**src/rtl/norm_round_unit.sv**
```systemverilog
// norm_round_unit: normalize-and-round stage ahead of the FPU final-output stage.
// Takes a raw 28-bit mantissa (carry, hidden, 23 fraction, guard/round/sticky)
// and a 10-bit signed biased exponent, normalizes, rounds to nearest-even and
// classifies the result, then hands it downstream over a valid/ready handshake.
// Optional build macro NORM_FAST_EN: normalize in a single cycle using a
// leading-zero count instead of shifting one bit per cycle.
module norm_round_unit (
  input  logic        clk,
  input  logic        rst_n,
  input  logic        in_valid,
  output logic        in_ready,
  input  logic [27:0] in_mant,
  input  logic [9:0]  in_exp,
  input  logic        in_invalid,
  output logic        out_valid,
  input  logic        out_ready,
  output logic [22:0] M_out,
  output logic [7:0]  E_out,
  output logic [4:0]  required_shift,
  output logic        overflow_flag,
  output logic        underflow_flag,
  output logic        invalid_flag
);

  typedef enum logic [1:0] {IDLE, NORM, ROUND, OUT} state_t;

  state_t state, state_next;

  logic [27:0]        m;
  logic signed [9:0]  e;
  logic               inv_q;

  logic [27:0]        m_norm;
  logic signed [9:0]  e_norm;
  logic               norm_done;

  logic               round_up;
  logic [27:0]        m_sum;
  logic [27:0]        m_rnd;
  logic signed [9:0]  e_rnd;
  logic [10:0]        den_shift;

  logic [22:0]        m_out_next;
  logic [7:0]         e_out_next;
  logic [4:0]         shift_next;
  logic               of_next;
  logic               uf_next;
  logic               iv_next;

`ifdef NORM_FAST_EN
  // Leading-zero count of the 27 bits at and below the hidden-bit position.
  function automatic logic [4:0] lzc27(input logic [26:0] v);
    lzc27 = 5'd27;
    for (int i = 0; i < 27; i++) begin
      if (v[i]) lzc27 = 5'(26 - i);
    end
  endfunction
`endif

  // State register.
  always_ff @(posedge clk or negedge rst_n) begin
    if (!rst_n) state <= IDLE;
    else        state <= state_next;
  end

  // Next-state selection; NORM repeats until the hidden bit is in place or m is zero.
  always_comb begin
    state_next = state;
    case (state)
      IDLE:    if (in_valid)  state_next = NORM;
      NORM:    if (norm_done) state_next = ROUND;
      ROUND:   state_next = OUT;
      OUT:     if (out_ready) state_next = IDLE;
      default: state_next = IDLE;
    endcase
  end

  // Handshake output decode: operands are accepted only while idle.
  always_comb begin
    in_ready = (state == IDLE);
  end

  // One normalization step: carry fold-down with sticky, or left shift toward bit 26.
  always_comb begin
    m_norm    = m;
    e_norm    = e;
    norm_done = 1'b1;
    if (m[27]) begin
      m_norm = {1'b0, m[27:2], m[1] | m[0]};
      e_norm = e + 10'sd1;
    end else if (!m[26] && (m != 28'd0)) begin
`ifdef NORM_FAST_EN
      m_norm = m << lzc27(m[26:0]);
      e_norm = e - {5'd0, lzc27(m[26:0])};
`else
      m_norm    = {m[26:0], 1'b0};
      e_norm    = e - 10'sd1;
      norm_done = 1'b0;
`endif
    end
  end

  // Round to nearest-even at bit 3, renormalize on carry-out, then classify.
  always_comb begin
    round_up = m[2] & (m[1] | m[0] | m[3]);
    m_sum    = m + {24'd0, round_up, 3'b000};
    m_rnd    = m_sum;
    e_rnd    = e;
    if (m_sum[27]) begin
      m_rnd = {1'b0, m_sum[27:1]};
      e_rnd = e + 10'sd1;
    end
    den_shift = 11'd1 - {e_rnd[9], e_rnd};

    m_out_next = 23'd0;
    e_out_next = 8'd0;
    shift_next = 5'd0;
    of_next    = 1'b0;
    uf_next    = 1'b0;
    iv_next    = 1'b0;
    if (inv_q) begin
      iv_next = 1'b1;
    end else if (m_rnd == 28'd0) begin
      iv_next = 1'b0;
    end else if (e_rnd >= 10'sd255) begin
      of_next    = 1'b1;
      e_out_next = 8'hFF;
    end else if (e_rnd <= 10'sd0) begin
      uf_next    = 1'b1;
      m_out_next = m_rnd[25:3];
      shift_next = (den_shift > 11'd31) ? 5'd31 : den_shift[4:0];
    end else begin
      m_out_next = m_rnd[25:3];
      e_out_next = e_rnd[7:0];
    end
  end

  // Working registers and registered outputs, advanced according to the current state.
  always_ff @(posedge clk or negedge rst_n) begin
    if (!rst_n) begin
      m              <= 28'd0;
      e              <= 10'sd0;
      inv_q          <= 1'b0;
      out_valid      <= 1'b0;
      M_out          <= 23'd0;
      E_out          <= 8'd0;
      required_shift <= 5'd0;
      overflow_flag  <= 1'b0;
      underflow_flag <= 1'b0;
      invalid_flag   <= 1'b0;
    end else begin
      case (state)
        IDLE: begin
          if (in_valid) begin
            m     <= in_mant;
            e     <= $signed(in_exp);
            inv_q <= in_invalid;
          end
        end
        NORM: begin
          m <= m_norm;
          e <= e_norm;
        end
        ROUND: begin
          M_out          <= m_out_next;
          E_out          <= e_out_next;
          required_shift <= shift_next;
          overflow_flag  <= of_next;
          underflow_flag <= uf_next;
          invalid_flag   <= iv_next;
          out_valid      <= 1'b1;
        end
        OUT: begin
          if (out_ready) out_valid <= 1'b0;
        end
        default: out_valid <= 1'b0;
      endcase
    end
  end

endmodule
```
**config.mk**
```make
export PLATFORM = sky130hd
export DESIGN_NAME = norm_round_unit
export DESIGN_NICKNAME = d
export VERILOG_FILES = /design/src/rtl/norm_round_unit.sv
export SDC_FILE = /design/constraint.sdc
export NUM_CORES = 1
export LEC_CHECK = 0
export CORE_ASPECT_RATIO = 0.5
export CORE_MARGIN = 2
export CORE_UTILIZATION = 35
export DETAILED_ROUTE_END_ITERATION = 8
export PLACE_DENSITY = 0.56
export SYNTH_ARGS = -nofsm -noshare
export SYNTH_HDL_FRONTEND = slang
export SYNTH_SLANG_ARGS = --single-unit
```
**constraint.sdc**
```tcl
create_clock -name clk -period 11.4 [get_ports clk]
set_input_delay 2.28 -clock clk [delete_from_list [all_inputs] [get_ports clk]]
set_output_delay 2.28 -clock clk [all_outputs]
set_load 0.01 [all_outputs]
```
==> run summary <==
max-cap check violation count - 0
Vias per Instance - 5.729
crit share post-route - 47.76%
Boundary Pins - 84
Core ar. - 0.01848 mm²
H-Tree Depth - 3
Buffers & Inverters on Critical Path - 0
post-synthesis net count - 925
hpwl dp - 14750 µm
delay-heaviest family, CP - simple AND/OR/NAND/NOR gates
Starting Density - 35.93%
Avg Cell Area, Syn - 7.606 µm²
Slew HR - 34.17%
Worst Hold Depth - 1
drt wl/cell - 17.88 µm
TritonRoute pass-1 iters - 5
die area - 0.02016 mm²
nets@finish - 940
clk sinks - 81
EDFF count, synth - 0
most common cell after layout, fill and taps aside - a21oi_1
initial antenna violation count - 0
Die Width - 198.8 µm
Filler cells - 1947
ANT cells - 0
Required @ worst endpoint - 11.66 ns
Setup crit start kind - register
drt total wl - 20580 µm
main flop type after synthesis - dfrtp_1
WP data arrival - 5.71 ns
Crit path depth - 16
Hold Path Class - reg -> reg
sequential area share after synthesis - 30.53%
Yosys reg bits - 81
Critical-path top delay cell - or4_4
Fin Hold WS - 0.4830 ns
critical-path cell list - and2_1 -> ha_1 -> nand3_2 -> or4_4 -> o21ai_2 -> nand2_1 -> a21o_1 -> ha_1 -> nand2b_1 -> nand3_1 -> or4_1 -> o2111ai_1 -> a2111oi_0 -> a211oi_1 -> nand2_1 -> a32oi_1
Post-CTS Hold Fix Bufs - 0
global-route usage over all layers - 20.80%
Clock Skew - 0.007470 ns
Inserted Clock Buffers - 9
height of the die - 101.4 µm
layout cells sized above 1 - 6.502%
DR iter-0 viols - 534
crit path time final - 5.444 ns
worst setup path class - reg -> reg
Leakage Power - 2.827 nW
largest net degree at the start of global routing - 78
first-pass GRT wire length - 33270 µm
IO Port Bufs - 83
RSZ-0062 raised after global routing - no
post-CTS setup repair buffer count - 0
post-CTS resize count - 0
Max FO, Critical Path - 26
vias in the first global route - 6189
Clock Latency Late Sink - 0.35 ns
DRC Markers - 0
TNS Setup - 0 ns
Max Slew Vio Count - 0
Netlist cell types - 86
max incr delay on CP - 0.72 ns
design area - 0.007830 mm²
CP Capture Type - register
Gate Count Post-Synth - 873
outcome - finished, final reports clean
Power Dens Cells - 299.3 mW/mm²
r2r worst-path depth - 16
Async S/R FF share, synth - 100.0%
Routed Antenna Nets - 0
fmax - 0.1837 GHz
Peak VDD IR - 0.1229 mV
Max Root-Sink Buffers - 2
Cell Area, Placed - 0.007487 mm²
Via Count - 6594
Synth warnings - 0
worst slew pin tran - 0.9814 ns
CTS tree - yes
clock slew at reported path FFs - 0.06 ns
most frequent cells in the layout - a21oi_1, nor2_1, nand2_1, clkdlybuf4s50_1, dfrtp_1
Root Driver - clkbuf_16
# rows - 35
Area Overhead vs Synth - 17.92%
RD Place Congestion - 0.8787
Post-Syn Area - 0.006640 mm²
Hold Vio Cnt, Final - 0
Final Setup Violations - 0
gr ovfl total - 0
per-layer routing:
| metal | GRT usage [%] | up-vias | wire length, µm |
|---|---|---|---|
| met2 | 32.54 | 145 | 9172 |
| li1 | - | 3235 | - |
| met1 | 29.53 | 3184 | 10310 |
| met3 | 3.663 | 30 | 759 |
| met4 | 6.028 | 0 | 340 |
| met5 | 0 | - | 0 |
through the flow:
step | util [%] | instances | worst slack, ns | power [mW]
detailed placement | 40.51 | 1136 | 6.083 | 1.994
finish | 42.37 | 1151 | 5.956 | 2.344
global placement | 40.51 | 1136 | 6.198 | 1.976
global route | 42.37 | 1151 | 5.576 | 2.543
floorplan | - | 873 | 7.327 | 1.615
CTS | 42.37 | 1151 | 6.067 | 2.345
synthesized netlist by cell type, types with 5 or more instances:
cell type / number / area [µm²]
a211oi_1: 5 / 37.54
a21o_1: 5 / 37.54
a21oi_1: 118 / 590.6
a221o_1: 6 / 60.06
a22o_1: 6 / 52.55
a31oi_1: 6 / 37.54
and2_1: 6 / 37.54
and4_1: 7 / 61.31
buf_1: 6 / 22.52
buf_2: 9 / 45.04
buf_4: 8 / 60.06
clkbuf_1: 61 / 229.0
dfrtp_1: 81 / 2027
ha_1: 9 / 112.6
inv_1: 21 / 78.83
mux2_2: 5 / 56.30
nand2_1: 97 / 364.1
nand2b_1: 9 / 56.30
nand3_1: 24 / 120.1
nand4_1: 19 / 118.9
nor2_1: 102 / 382.9
nor2b_1: 5 / 31.28
nor3_1: 19 / 95.09
nor4_1: 23 / 143.9
o2111ai_1: 5 / 43.79
o211ai_1: 13 / 97.59
o21ai_0: 37 / 185.2
o22ai_1: 10 / 62.56
o2bb2ai_1: 20 / 175.2
o31ai_1: 5 / 37.54
or2_2: 5 / 31.28
or3_1: 6 / 37.54
xnor2_1: 23 / 201.4
area by class of cell:
| cell class | instances | area [µm²] | area share (%) |
|---|---|---|---|
| multi-input combinational | 684 | 4172 | 53.28 |
| inverter | 22 | 82.58 | 1.055 |
| sequential | 81 | 2028 | 25.90 |
| clock buffer | 10 | 239.0 | 3.052 |
| clock inverter | 5 | 103.9 | 1.326 |
| tap | 259 | 324.1 | 4.139 |
| timing repair buffer | 90 | 880.8 | 11.25 |
flip-flops by register name, summed over array words and instances (netlist names), 2 cells and up:
signal,count
m,28
M_out,23
E_out,8
e,10
state,2
required_shift,5
kinds of logic after synthesis:
group / share of synthesized area [%]
buffers and inverters: 6.859
adders and majority gates: 1.696
and+or+nand+nor: 27.02
DFF: 30.53
muxes: 1.451
AOI/OAI and AO/OA: 28.55
xor gates and xnor gates: 3.900
worst paths after layout:
path	startpoint	end	slack, ns
max	m[2]	required_shift[0]	5.96
min	overflow_flag	overflow_flag	0.48
max reg2reg	m[2]	required_shift[0]	5.96
min reg2reg	overflow_flag	overflow_flag	0.48
max in group asynchronous	rst_n	m[27]	8.48
min in group asynchronous	rst_n	M_out[3]	1.88
worst reg2reg max path, stage by stage, from the launching register on:
cell and delay (ns):
dfrtp_1 0.48, and2_1 0.17, ha_1 0.19, nand3_2 0.24, or4_4 0.72, o21ai_2 0.52, nand2_1 0.66, a21o_1 0.42
ha_1 0.33, nand2b_1 0.14, nand3_1 0.07, or4_1 0.41, o2111ai_1 0.16, a2111oi_0 0.17, a211oi_1 0.27, nand2_1 0.18
a32oi_1 0.20
power breakdown:
| part | internal [mW] | switching, mW | total [mW] |
|---|---|---|---|
| combinational | 0.541 | 0.772 | 1.31 |
| sequential | 0.415 | 0.273 | 0.688 |
| clock | 0.219 | 0.124 | 0.342 |
No activity file was read; power rests on OpenSTA's default activity.
